--- config.mk ---
export PLATFORM = sky130hd
export DESIGN_NAME = sobol_sng_ctrl
export DESIGN_NICKNAME = d
export VERILOG_FILES = /design/src/rtl/sobol_sng_ctrl.sv
export SDC_FILE = /design/constraint.sdc
export NUM_CORES = 1
export LEC_CHECK = 0
export BUFFER_PORTS_ARGS = -buffer_cell sky130_fd_sc_hd__buf_4
export CAP_MARGIN = 20
export CELL_PAD_IN_SITES_DETAIL_PLACEMENT = 1
export CELL_PAD_IN_SITES_GLOBAL_PLACEMENT = 1
export CORE_ASPECT_RATIO = 1.2
export CORE_MARGIN = 2
export CORE_UTILIZATION = 40
export DETAILED_ROUTE_END_ITERATION = 12
export GPL_ROUTABILITY_DRIVEN = 0
export PLACE_DENSITY_LB_ADDON = 0.12
export SETUP_SLACK_MARGIN = 0.3
export SYNTH_ARGS = -nofsm -noshare
export SYNTH_HDL_FRONTEND = slang
export SYNTH_SLANG_ARGS = --single-unit
--- constraint.sdc ---
create_clock -name clk -period 1.45 [get_ports clk]
set_input_delay 0.2175 -clock clk [delete_from_list [all_inputs] [get_ports clk]]
set_output_delay 0.2175 -clock clk [all_outputs]
set_load 0.02 [all_outputs]
--- src/rtl/sobol_sng_ctrl.sv ---
// sobol_sng_ctrl: dimension-1 Sobol stochastic bitstream sequencer.
// Define SNG_ONES_CNT_EN to add the onesCnt port and its counter.
module sobol_sng_ctrl #(
  parameter int INWD = 8
) (
  input  logic            clk,
  input  logic            rst_n,
  input  logic            start,
  input  logic [INWD-1:0] operand,
  input  logic            hold,
  input  logic            abort,
  output logic            busy,
  output logic            bitValid,
  output logic            bitOut,
  output logic [INWD-1:0] randOut,
`ifdef SNG_ONES_CNT_EN
  output logic [INWD:0]   onesCnt,
`endif
  output logic            last
);

  typedef enum logic {
    IDLE = 1'b0,
    RUN  = 1'b1
  } state_t;

  localparam logic [INWD-1:0] DIR0 =
    {1'b1, {(INWD-1){1'b0}}};

  state_t          state;
  state_t          state_nx;
  logic [INWD-1:0] cnt;
  logic [INWD-1:0] seq;
  logic [INWD-1:0] op;
  logic [INWD-1:0] lsz_hot;
  logic [INWD-1:0] dir;
  logic            fin;
  logic            acc;
  logic            chain;
  logic            emit;
  logic            emit0;

  // The final bit of a stream is on the outputs this cycle.
  assign fin   = bitValid & last;
  assign busy  = (state == RUN);
  assign emit0 = chain & ~hold;

  // One-hot least-significant zero of cnt, bit-reversed into dirVec[k].
  always_comb begin
    lsz_hot = ~cnt & (cnt + INWD'(1));
    dir     = '0;
    for (int i = 0; i < INWD; i++) begin
      dir[i] = lsz_hot[INWD-1-i];
    end
  end

  // State register.
  always_ff @(posedge clk or negedge rst_n) begin
    if (!rst_n) begin
      state <= IDLE;
    end else begin
      state <= state_nx;
    end
  end

  // Next state: abort beats chaining; a finished stream without start idles.
  always_comb begin
    state_nx = state;
    unique case (state)
      IDLE: begin
        if (start) state_nx = RUN;
      end
      RUN: begin
        if (abort) begin
          state_nx = IDLE;
        end else if (fin && !start) begin
          state_nx = IDLE;
        end
      end
      default: state_nx = IDLE;
    endcase
  end

  // Control strobes: accept, chained accept and per-bit emission.
  always_comb begin
    acc   = 1'b0;
    chain = 1'b0;
    emit  = 1'b0;
    unique case (1'b1)
      (state == IDLE): begin
        acc = start;
      end
      (state == RUN): begin
        chain = !abort && fin && start;
        acc   = chain;
        emit  = !abort && !fin && !hold;
      end
      default: ;
    endcase
  end

  // Generator and output registers.
  always_ff @(posedge clk or negedge rst_n) begin
    if (!rst_n) begin
      op       <= '0;
      cnt      <= '0;
      seq      <= '0;
      bitValid <= 1'b0;
      bitOut   <= 1'b0;
      randOut  <= '0;
      last     <= 1'b0;
    end else if (emit0) begin
      // Chained start emits bit 0 at once so streams abut.
      op       <= operand;
      cnt      <= INWD'(1);
      seq      <= DIR0;
      bitValid <= 1'b1;
      randOut  <= '0;
      bitOut   <= (operand != '0);
      last     <= 1'b0;
    end else if (acc) begin
      op       <= operand;
      cnt      <= '0;
      seq      <= '0;
      bitValid <= 1'b0;
      last     <= 1'b0;
    end else if (emit) begin
      bitValid <= 1'b1;
      randOut  <= seq;
      bitOut   <= (op > seq);
      last     <= &cnt;
      if (!(&cnt)) begin
        cnt <= cnt + INWD'(1);
        seq <= seq ^ dir;
      end
    end else begin
      bitValid <= 1'b0;
      last     <= 1'b0;
    end
  end

`ifdef SNG_ONES_CNT_EN
  // Ones tally of the current stream; kept after the stream ends.
  always_ff @(posedge clk or negedge rst_n) begin
    if (!rst_n) begin
      onesCnt <= '0;
    end else if (acc) begin
      onesCnt <= {{INWD{1'b0}}, emit0 && (operand != '0)};
    end else if (emit && (op > seq)) begin
      onesCnt <= onesCnt + (INWD+1)'(1);
    end
  end
`endif

endmodule

==> results.md <==
* YS warnings at 0
* Overall routed net length at 6.76 mm
* Worst setup margin at -0.112 ns
* GRT overflow at 0
* Pwr Total at 3.43 mW
* Primary FF master, synth: dfrtp_1
* Die Span Y at 79.1 um
* Tot GR Track Use at 24.1%
* Number of fill cells at 496
* Leading area contributor after synthesis: dfrtp_1
* Share of cells above drive strength 1 at 55.0%
* Sw power at 1.23 mW
* Largest cells by area after synthesis: dfrtp_1 48%, ha_1 11%, nand2_1 8.4%
* Worst min path class: in -> reg
* Longest Clk Path Bufs at 2
* Max Cap Viol at 0
* Worst R2R Start: op[1]
* Final Setup Violations at 11
* Post-DR wirelength/cell at 21.2 um
* Hold Violations, Final at 0
* Normalized max-slew margin at 68.1%
* Slowest-stage cell, CP: dfrtp_1
* Most common cell in the netlist: nand2_1
* Vias in the first global route at 1805
* Flop pwr share at 37.3%
* Worst path cell trace: ha_4 > nor2b_4 > o211ai_1 > nor4bb_4 > o21ai_1
* Detail Route Antenna Nets at 0
* First-pass GRT wire length at 9.32 mm
* Via Count at 1779
* CTS H-tree lvls at 2
* Critical Path RT at 1.63 ns
* Gate power share at 40.0%
* Worst setup startpoint: op[1]
* Critical path class: reg -> reg
* Leakage power at 1.41 nW
* Die Wd at 66.6 um
* Clock transition at path regs at 0.08 ns
* DP Wirelength at 3.96 mm
* Inst Count DP at 288
* Post-Layout Cell Count at 318
* Clock share of power at 22.7%
* Final Net Count at 288
* DR pass1 iterations at 4
* Core area at 4560 um2
* Starting Density at 41.2%
* Peak VDD IR at 633 uV
* Clock Root Buffer: clkbuf_8
* Hold_sp: operand[2]
* CP max stage delay at 0.43 ns
* CP Buf/Inv Count at 0
* CP max FO at 2
* Pins Over Slew Limit at 0
* Top cells by count, synth: 42 x nand2_1, 36 x dfrtp_1, 17 x inv_1, 16 x ha_1, 9 x o21ai_0
* Final clock skew at 0.00671 ns
* Cell Area, Synth at 1880 um2
* Sequential area share after synthesis at 48.0%
* Startpoint types: register
* DP Worst Slack at -0.129 ns
* Reg area at 905 um2
* Switching share of power at 35.7%
* Top delay family on crit path: flip-flops
* Area Growth Syn to Fin at 55.7%
* Clock latency on the worst-skew pair at 0.30 ns
* Status: finished with violations
* P per Cell Area at 1170 nW/um2
* Area share of the largest cell type after synthesis at 48.0%
* Vias/cell at 5.59
* Mapped Nets at 218
* Largest net degree at the start of global routing at 37
* Total CTS buffers at 5
* Clk sinks at 36
* DRC at 0
* Async S/R FF share, synth at 100%
* Detailed Route Iter0 Violations at 95
* Cells after Synth at 189
* RSZ-0062 raised after global routing: yes
* Crit end category: register
* Fin crit share at 108%
* Internal power at 2.20 mW
* TritonCTS clock tree: built
* WP data arrival at 1.74 ns
* Syn_area_per_cell at 9.94 um2
* R2R setup slack at -0.11 ns
* Failing checks: negative setup slack
* Number of I/O pins at 25
* Num rows at 27
* Min Clock Period, post-route at 1.56 ns
* Port Buffers at 24
* Antenna violations before repair at 0
* Fmax at 0.640 GHz
* Multi-input gate area at 1200 um2
* Synth Register Bits at 36
* Diode count at 0
* Worst slew pin tran at 0.478 ns
* Number of flops mapped to enable cells by yosys at 0
* Netlist cell types at 33
* Die Area at 5260 um2
final cells by class:
type / count / share of cell area, %
Timing Repair Buffer: 67 / 20.2
Sequential cell: 36 / 30.9
Clock inverter: 2 / 0.342
Clock buffer: 6 / 2.82
Multi-Input combinational cell: 132 / 41.0
Tap cell: 58 / 2.48
Inverter: 17 / 2.18
stage by stage:
stage | util [%] | setup TNS, ns | hold WS, ns | instance area [um2]
floorplan | - | -0.620 | -0.0781 | 1960
global placement | 51.4 | -0.362 | 0.202 | 2340
detailed placement | 51.4 | -1.26 | 0.210 | 2340
CTS | 58.8 | -0.378 | 0.119 | 2680
global route | 64.1 | -1.83 | 0.137 | 2920
finish | 64.1 | -0.702 | 0.128 | 2920
worst register-to-register path, delay by kind of cell, from the launching register on:
family	cells	cell delay, ns
flip-flops	1	0.43
AND/OR/NAND/NOR	2	0.43
AO/OA/AOI/OAI	2	0.31
adder cells (fa/ha/maj)	1	0.27
layout by cell type, fill, tap and decap left out, types with 2 or more instances in the layout:
cell / n
buf_4: 53
dfrtp_1: 33
nand2_1: 25
inv_1: 13
nand2_2: 11
ha_1: 10
buf_6: 9
mux2i_1: 7
nand2_4: 6
o21ai_1: 6
clkbuf_8: 6
a311oi_2: 5
a31o_2: 5
inv_2: 4
a21oi_1: 4
a211oi_2: 4
ha_4: 4
and3_4: 3
and3_1: 3
dfrtp_2: 3
nor2_1: 2
nand3_4: 2
nor2_2: 2
o211ai_1: 2
or2_4: 2
a311oi_1: 2
o21ai_2: 2
nand4_1: 2
nor4_1: 2
ha_2: 2
clkinv_2: 2
buf_12: 2
routing by layer:
layer / routed length [um] / up-vias / global-route usage (%)
li1: - / 812 / -
met1: 2600 / 904 / 27.2
met2: 3740 / 44 / 45.2
met3: 192 / 19 / 4.39
met4: 229 / 0 / 6.53
met5: 0 / - / 0
sequential cells by signal (all words and copies together), names as in the netlist:
| name | cells |
|---|---|
| last | 1 |
| bitOut | 1 |
| op | 8 |
| bitValid | 1 |
| seq | 8 |
| busy | 1 |
| cnt | 8 |
| randOut | 8 |
logic make-up (layout without fill, tap and decap cells):
| group | Yosys count | after routing | synth area share [%] |
|---|---|---|---|
| muxes | 8 | 8 | 4.26 |
| DFF | 36 | 36 | 48.0 |
| buffers and inverters | 23 | 92 | 6.00 |
| and+or+nand+nor | 70 | 72 | 17.3 |
| AOI/OAI and AO/OA | 36 | 36 | 13.8 |
| adders and majority gates | 16 | 16 | 10.7 |
power by group through the flow:
| stage | logic (mW) | registers [mW] | clock network, mW |
|---|---|---|---|
| after global placement | 0.859 | 1.27 | 0 |
| after detailed placement | 0.921 | 1.28 | 0 |
| after floorplan | 0.485 | 1.32 | 0 |
| after global routing | 1.47 | 1.29 | 0.820 |
| final | 1.37 | 1.28 | 0.780 |
| after CTS | 1.07 | 1.26 | 0.774 |
path summary, 6_finish.rpt:
| path | endpoint | cells past startpoint |
|---|---|---|
| worst min register to register | randOut[2] | 2 |
| worst max register to register | bitOut | 5 |
| worst max-delay path | bitOut | 5 |
| min in group asynchronous | randOut[1] | 2 |
| worst min-delay path | op[2] | 3 |
| max in group asynchronous | last | 2 |
what timing repair did:
action | in CTS | in global routing
gates cloned | 4 | 0
buffers inserted | 5 | 12
gates resized for setup | 36 | 37
setup endpoints to repair | 35 | 36
pin swaps | 20 | 8
hold endpoints to repair | 36 | 0
hold buffers | 1 | 0
(Power assumes the default switching activity.)
